`config.mk`:
```
export PLATFORM = sky130hd
export DESIGN_NAME = mem_stage
export DESIGN_NICKNAME = d
export VERILOG_FILES = /design/src/rtl/mem_stage_pkg.sv /design/src/rtl/mem_stage_align.sv /design/src/rtl/mem_stage.sv
export SDC_FILE = /design/constraint.sdc
export NUM_CORES = 1
export LEC_CHECK = 0
export CORE_AREA = 3 3 174 176
export CTS_BUF_LIST = sky130_fd_sc_hd__clkbuf_16
export CTS_CLUSTER_SIZE = 30
export DETAILED_ROUTE_END_ITERATION = 16
export DIE_AREA = 0 0 177 179
export HOLD_SLACK_MARGIN = 0.03
export PLACE_DENSITY = 0.67
export SLEW_MARGIN = 30
export SYNTH_ARGS = -nofsm -noshare
export SYNTH_HDL_FRONTEND = slang
export SYNTH_HIERARCHICAL = 1
export SYNTH_SLANG_ARGS = --single-unit
export TNS_END_PERCENT = 1
```
`constraint.sdc`:
```
create_clock -name clk_i -period 5.38 [get_ports clk_i]
set_clock_uncertainty 0.05 [all_clocks]
set_input_delay 0.807 -clock clk_i [delete_from_list [all_inputs] [get_ports clk_i]]
set_output_delay 0.807 -clock clk_i [all_outputs]
set_load 0.01 [all_outputs]
```
`src/rtl/mem_stage_pkg.sv`:
```
// Shared types for the MEM pipeline stage: access widths, FSM encoding and pipe-register records.
package mem_stage_pkg;

   typedef enum logic [1:0] {
      BYTE = 2'd0,
      HALF = 2'd1,
      WORD = 2'd2
   } mem_width_t;

   typedef logic [1:0] mem_fsm_t;
   localparam mem_fsm_t IDLE     = 2'd0;
   localparam mem_fsm_t WAIT_GNT = 2'd1;
   localparam mem_fsm_t WAIT_RSP = 2'd2;
   localparam mem_fsm_t DRAIN    = 2'd3;

   typedef struct packed {
      logic [31:0] alu_out;
      logic [31:0] rs2_data;
      logic        mem_read;
      logic        mem_write;
      mem_width_t  mem_width;
      logic        mem_sign;
      logic        rf_wr_en;
      logic [1:0]  rf_wr_src;
      logic [31:0] csr_out;
      logic [31:0] next_pc;
   } ex_state_t;

   typedef struct packed {
      logic [31:0] alu_out;
      logic [31:0] mem_dout;
      logic        rf_wr_en;
      logic [1:0]  rf_wr_src;
      logic [31:0] csr_out;
      logic [31:0] next_pc;
   } mem_state_t;

   typedef struct packed {
      logic [4:0] rd;
      logic [4:0] rs1;
      logic [4:0] rs2;
   } reg_meta_t;

   typedef struct packed {
      logic stall;
      logic squash;
   } stage_ctrl_t;

   typedef struct packed {
      logic        valid;
      logic        rf_wr_en;
      logic        mem_read;
      logic [4:0]  rd;
      logic [31:0] rd_data;
   } data_fwd_t;

endpackage

```
`src/rtl/mem_stage_align.sv`:
```
// Combinational load extract/extend and store byte-enable/data replication.
module mem_align
   import mem_stage_pkg::*;
(
   input  mem_width_t  width,
   input  logic        sign,
   input  logic [1:0]  off,
   input  logic [31:0] rdata,
   input  logic [31:0] st_data,
   output logic [31:0] ld_data,
   output logic [3:0]  st_be,
   output logic [31:0] st_wdata
);

   logic [7:0]  byte_sel;
   logic [15:0] half_sel;

   always_comb begin
      byte_sel = rdata[{off, 3'b000} +: 8];
      half_sel = off[1] ? rdata[31:16] : rdata[15:0];
      ld_data  = rdata;
      st_be    = 4'b1111;
      st_wdata = st_data;
      case (width)
         BYTE: begin
            ld_data  = sign ? {{24{byte_sel[7]}}, byte_sel} : {24'h0, byte_sel};
            st_be    = 4'b0001 << off;
            st_wdata = {4{st_data[7:0]}};
         end
         // off[0] is ignored here; misaligned halves are trapped upstream when enabled
         HALF: begin
            ld_data  = sign ? {{16{half_sel[15]}}, half_sel} : {16'h0, half_sel};
            st_be    = 4'b0011 << {off[1], 1'b0};
            st_wdata = {2{st_data[15:0]}};
         end
         default: begin
            ld_data  = rdata;
            st_be    = 4'b1111;
            st_wdata = st_data;
         end
      endcase
   end

endmodule

```
`src/rtl/mem_stage.sv`:
```
// MEM pipeline stage: data-bus req/gnt/rvalid sequencing, load/store formatting, MEM/WB register.
// Optional MEM_MISALIGN_TRAP_EN suppresses misaligned accesses and flags them on misalign_o.
module mem_stage
   import mem_stage_pkg::*;
#(
   parameter int XLEN = 32
) (
   input  logic        clk_i,
   input  logic        rst_ni,
   input  logic        valid_i,
   input  ex_state_t   ex_state_i,
   input  reg_meta_t   reg_meta_i,
   input  stage_ctrl_t stage_ctrl_i,
   output logic        dmem_req_o,
   output logic        dmem_we_o,
   output logic [31:0] dmem_addr_o,
   output logic [3:0]  dmem_be_o,
   output logic [31:0] dmem_wdata_o,
   input  logic        dmem_gnt_i,
   input  logic        dmem_rvalid_i,
   input  logic [31:0] dmem_rdata_i,
   output logic        busy_oa,
   output logic        misalign_o,
   output logic        valid_o,
   output mem_state_t  mem_state_o,
   output reg_meta_t   reg_meta_o,
   output data_fwd_t   data_fwd_oa
);

   mem_fsm_t       state, state_next;
   logic           mem_op, misalign, acc, done, rsp, done_held;
   logic [XLEN-1:0] rdata_hold, rdata_sel;
   logic [31:0]    ld_data, st_wdata;
   logic [3:0]     st_be;
   logic           squash, stall;

   assign squash = stage_ctrl_i.squash;
   assign stall  = stage_ctrl_i.stall;
   assign mem_op = valid_i && (ex_state_i.mem_read || ex_state_i.mem_write) && !squash;

`ifdef MEM_MISALIGN_TRAP_EN
   assign misalign = mem_op &&
                     (((ex_state_i.mem_width == HALF) && ex_state_i.alu_out[0]) ||
                      ((ex_state_i.mem_width == WORD) && (ex_state_i.alu_out[1:0] != 2'b00)));
`else
   assign misalign = 1'b0;
`endif

   assign acc     = mem_op && !misalign;
   assign rsp     = (state == WAIT_RSP) && dmem_rvalid_i;
   assign done    = rsp || done_held;
   assign busy_oa = (acc && !done) || (state == DRAIN);

   always_comb begin
      state_next = state;
      dmem_req_o = 1'b0;
      case (state)
         // done_held blocks a re-issue while a completed access waits out a stall
         IDLE: begin
            dmem_req_o = acc && !done_held;
            if (acc && !done_held)
               state_next = dmem_gnt_i ? WAIT_RSP : WAIT_GNT;
         end
         WAIT_GNT: begin
            if (squash) begin
               state_next = IDLE;
            end else begin
               dmem_req_o = 1'b1;
               if (dmem_gnt_i) state_next = WAIT_RSP;
            end
         end
         WAIT_RSP: begin
            if (dmem_rvalid_i)  state_next = IDLE;
            else if (squash)    state_next = DRAIN;
         end
         DRAIN: begin
            if (dmem_rvalid_i) state_next = IDLE;
         end
         default: state_next = IDLE;
      endcase
   end

   always_ff @(posedge clk_i or negedge rst_ni) begin
      if (!rst_ni) begin
         state     <= IDLE;
         done_held <= 1'b0;
      end else begin
         state <= state_next;
         if (squash)             done_held <= 1'b0;
         else if (rsp && stall)  done_held <= 1'b1;
         else if (!stall)        done_held <= 1'b0;
      end
   end

   always_ff @(posedge clk_i) begin
      if (rsp) rdata_hold <= dmem_rdata_i;
   end

   assign rdata_sel = done_held ? rdata_hold : dmem_rdata_i;

   mem_align u_align (
      .width    (ex_state_i.mem_width),
      .sign     (ex_state_i.mem_sign),
      .off      (ex_state_i.alu_out[1:0]),
      .rdata    (rdata_sel),
      .st_data  (ex_state_i.rs2_data),
      .ld_data  (ld_data),
      .st_be    (st_be),
      .st_wdata (st_wdata)
   );

   assign dmem_we_o    = ex_state_i.mem_write;
   assign dmem_addr_o  = {ex_state_i.alu_out[31:2], 2'b00};
   assign dmem_be_o    = ex_state_i.mem_write ? st_be : 4'b1111;
   assign dmem_wdata_o = st_wdata;

   // MEM/WB register: stall holds, squash/busy bubbles, otherwise advance
   always_ff @(posedge clk_i or negedge rst_ni) begin
      if (!rst_ni) begin
         valid_o     <= 1'b0;
         mem_state_o <= '0;
         reg_meta_o  <= '0;
      end else if (!stall) begin
         if (squash || busy_oa) begin
            valid_o <= 1'b0;
         end else begin
            valid_o               <= valid_i;
            mem_state_o.alu_out   <= ex_state_i.alu_out;
            mem_state_o.mem_dout  <= (ex_state_i.mem_read && !misalign) ? ld_data : 32'h0;
            mem_state_o.rf_wr_en  <= ex_state_i.rf_wr_en && !misalign;
            mem_state_o.rf_wr_src <= ex_state_i.rf_wr_src;
            mem_state_o.csr_out   <= ex_state_i.csr_out;
            mem_state_o.next_pc   <= ex_state_i.next_pc;
            reg_meta_o            <= reg_meta_i;
         end
      end
   end

`ifdef MEM_MISALIGN_TRAP_EN
   always_ff @(posedge clk_i or negedge rst_ni) begin
      if (!rst_ni)     misalign_o <= 1'b0;
      else if (!stall) misalign_o <= misalign && !busy_oa;
   end
`else
   assign misalign_o = 1'b0;
`endif

   always_comb begin
      data_fwd_oa          = '0;
      data_fwd_oa.valid    = valid_i;
      data_fwd_oa.rf_wr_en = ex_state_i.rf_wr_en;
      data_fwd_oa.mem_read = ex_state_i.mem_read;
      data_fwd_oa.rd       = reg_meta_i.rd;
      data_fwd_oa.rd_data  = ex_state_i.alu_out;
   end

endmodule

```
==> flow_metrics.tcl <==
set metrics [dict create \
    hold_viol 0 \
    routed_via_density 4.68 \
    required_ns 4.52 \
    synth_edf_count 32 \
    cp-start-kind "primary input" \
    clk-insertion-delay-late_ns 0.43 \
    ant_nets 0 \
    grt_overflow 0 \
    postCtsSetupRepairBufs 0 \
    die_area_um2 31700 \
    grt_pass1_vias 7157 \
    hold_buffers 0 \
    worstReg2RegEnd "mem_state_o[72]" \
    path_class "primary input to primary output" \
    setup-violations-final 0 \
    wl_um 32100 \
    yosys_warnings 6 \
    tns_ns 0 \
    peakVddDrop_mv 0.208 \
    crit_arrival_ns 3.09 \
    drv_slew 0 \
    max-cap-violations 0 \
    drive_gt1_share_pct 19.1 \
    drt_iter0_markers 379 \
    antenna_found_initial 2 \
    areaGrowthSynthToFinish_pct 47.5 \
    cts_num_sinks 182 \
    grt_usage_pct 19.8 \
    ff2ff_path_depth 7 \
    synthCells 749 \
    cellPowerDensity_nw_per_um2 310 \
    fin_nets 1291 \
    port_buffers 445 \
    tightest_slew_ns 0.944 \
    holdWs_ns 0.305 \
    seq_area_um2 4710 \
    synthFlopType "dfrtp_1" \
    synth.distinct_cells 41 \
    rows 62 \
    path_clk_slew_ns 0.08 \
    synth-seq-cells 182 \
    finalCriticalPeriod_ns 3.95 \
    root_buffer "clkbuf_16" \
    hpwl_um 24800 \
    finalCritPeriodShare_pct 73.4 \
    cts_buffers 17 \
    vias 7015 \
    cts_tree "built" \
    multi_input_area_um2 3760 \
    coreArea_um2 28800 \
    grt_first_pass_wirelength_um 46400 \
    place.gp.congestion 0.820 \
    hold_path.class "primary input to async pin" \
    worst_setup_path_end_kind "primary output" \
    ctsHtreeMaxLevel 4 \
    slew_headroom_pct 36.9 \
    ios 449 \
    die_h_um 179 \
    status "finished, final reports clean" \
    drtPass1Iterations 4 \
    drc_errors 0 \
    syn_avg_cell_area_um2 12.9 \
    reg2reg_from "done_held" \
    p_leak_nw 5.89 \
    yosysSeqAreaShare_pct 48.9 \
    rrSetupSlack_ns 2.45 \
    cts_buffer_depth 2 \
    rsz0062_at_grt "false" \
    wl_per_cell_um 21.4 \
    die_x_um 177 \
    fmax_mhz 253 \
    initial_core_util_pct 33.5 \
    postSynth.asyncResetShare_pct 82.4 \
    grt_max_degree 87 \
    critPathMaxFanout 19 \
    nFillCells 2555 \
    synth_area_um2 9640 \
    ctsResizeCount 0 \
]
## critical path, stage by stage
cell	delay [ns]
clkdlybuf4s50_1	1.09
or2_2	0.46
nand2_1	0.09
nand2_1	0.09
clkdlybuf4s50_1	0.54
## power by group
part,leakage (nW),switching [mW],total (mW),internal (mW)
clock network,0.283,0.606,1.22,0.614
registers,2.10,0.118,1.75,1.63
logic,3.51,0.578,1.45,0.871
total,5.89,1.30,4.42,3.11
## area by class of cell
type	instances	area share, %
Sequential cell	182	33.1
Timing Repair Buffer	457	32.0
Multi-Input combinational cell	402	26.4
Tap cell	384	3.38
Clock buffer	17	2.99
Inverter	41	1.08
Clock inverter	15	0.985
Antenna cell	2	0.0352
## per-layer routing
metal  global-route usage [%]  vias to the layer above  routed length [um]
li1                         -                     3203                   -
met1                     22.4                     3458               11800
met2                     35.4                      317               16800
met3                     5.40                       37                2460
met4                     7.95                        0                1000
met5                        0                        -                   0
## per-stage QoR
| stage | power, mW | std cells | utilization, % | worst slack (ns) | cell area, um^2 |
|---|---|---|---|---|---|
| 2_1_floorplan | 2.42 | 751 | - | 2.90 | 9650 |
| 3_3_place_gp | 3.23 | 1466 | 47.4 | 1.47 | 13700 |
| 3_5_place_dp | 3.25 | 1466 | 47.4 | 1.41 | 13700 |
| 4_1_cts | 4.48 | 1498 | 49.4 | 1.41 | 14200 |
| 5_1_grt | 4.62 | 1499 | 49.4 | 1.32 | 14200 |
| 6_report | 4.42 | 1500 | 49.4 | 1.43 | 14200 |
## registers in the layout, indices dropped and copies added, names as in the netlist
signal / count
state: 2
done_held: 1
reg_meta_o: 15
rdata_hold: 32
mem_state_o: 131
valid_o: 1
## placed cells by master (no fill, tap or decap), types with 2 or more instances in the layout
cell type        Yosys  routed
conb_1               1       3
clkinv_4             0       3
a31oi_1              8       8
a221o_1              3       3
nor2_1               9       9
inv_6                0       4
clkinv_1             1       2
a21boi_0             2       2
a311oi_1             5       5
dfrtp_1            150     150
buf_2                5       2
nor2b_1             11      11
a21oi_1              7       7
diode_2              0       2
mux2_4              97      97
nand3b_1             4       4
mux4_2               7       7
mux2i_1             40      40
inv_1               40      41
nand3_1             12      12
clkinv_8             0       2
edfxtp_1            32      32
mux2_2              58      58
o211ai_1            12      12
nand2b_1            12      12
clkbuf_16            0      17
buf_4               92      11
nand2_1             86      86
inv_8                0       3
clkdlybuf4s50_1      0     442
nand3_2              2       2
o21ai_0             11      11
## Yosys cell counts (all sizes together), types with 2 or more instances
library cell  number  area (um^2)
buf              111          970
edfxtp            32          961
nand3b             4         30.0
or2                2         15.0
nand3             14         80.1
mux2             155         2110
nor2b             11         68.8
mux2i             40          400
o211ai            12         90.1
a21boi             2         15.0
mux4               8          184
nand2             86          323
o21ai             11         55.1
a221o              3         30.0
dfrtp            150         3750
nand2b            12         75.1
inv               40          150
a311oi             5         43.8
clkbuf            15         56.3
a21oi              7         35.0
nor2               9         33.8
a31oi              9         71.3
nor3b              2         26.3
## how the worst max path moves through the flow
stage,depth (start not counted),end,start
after global routing,5,dmem_wdata_o[13],ex_state_i[68]
after floorplan,5,dmem_wdata_o[10],ex_state_i[69]
final,5,dmem_wdata_o[8],ex_state_i[68]
after global placement,5,dmem_wdata_o[8],ex_state_i[68]
after detailed placement,5,dmem_wdata_o[8],ex_state_i[68]
after CTS,5,dmem_wdata_o[8],ex_state_i[68]
## cell families (layout without fill, tap and decap cells)
group                  Yosys count  after routing  synth area share, %
buffers and inverters          167            530                 12.2
multiplexers                   203            203                 27.9
AND/OR/NAND/NOR                141            141                 6.84
other                            1              5               0.0389
flip-flops                     182            182                 48.9
AO/OA/AOI/OAI                   55             55                 4.06
Power figures use the tool's default switching activity.
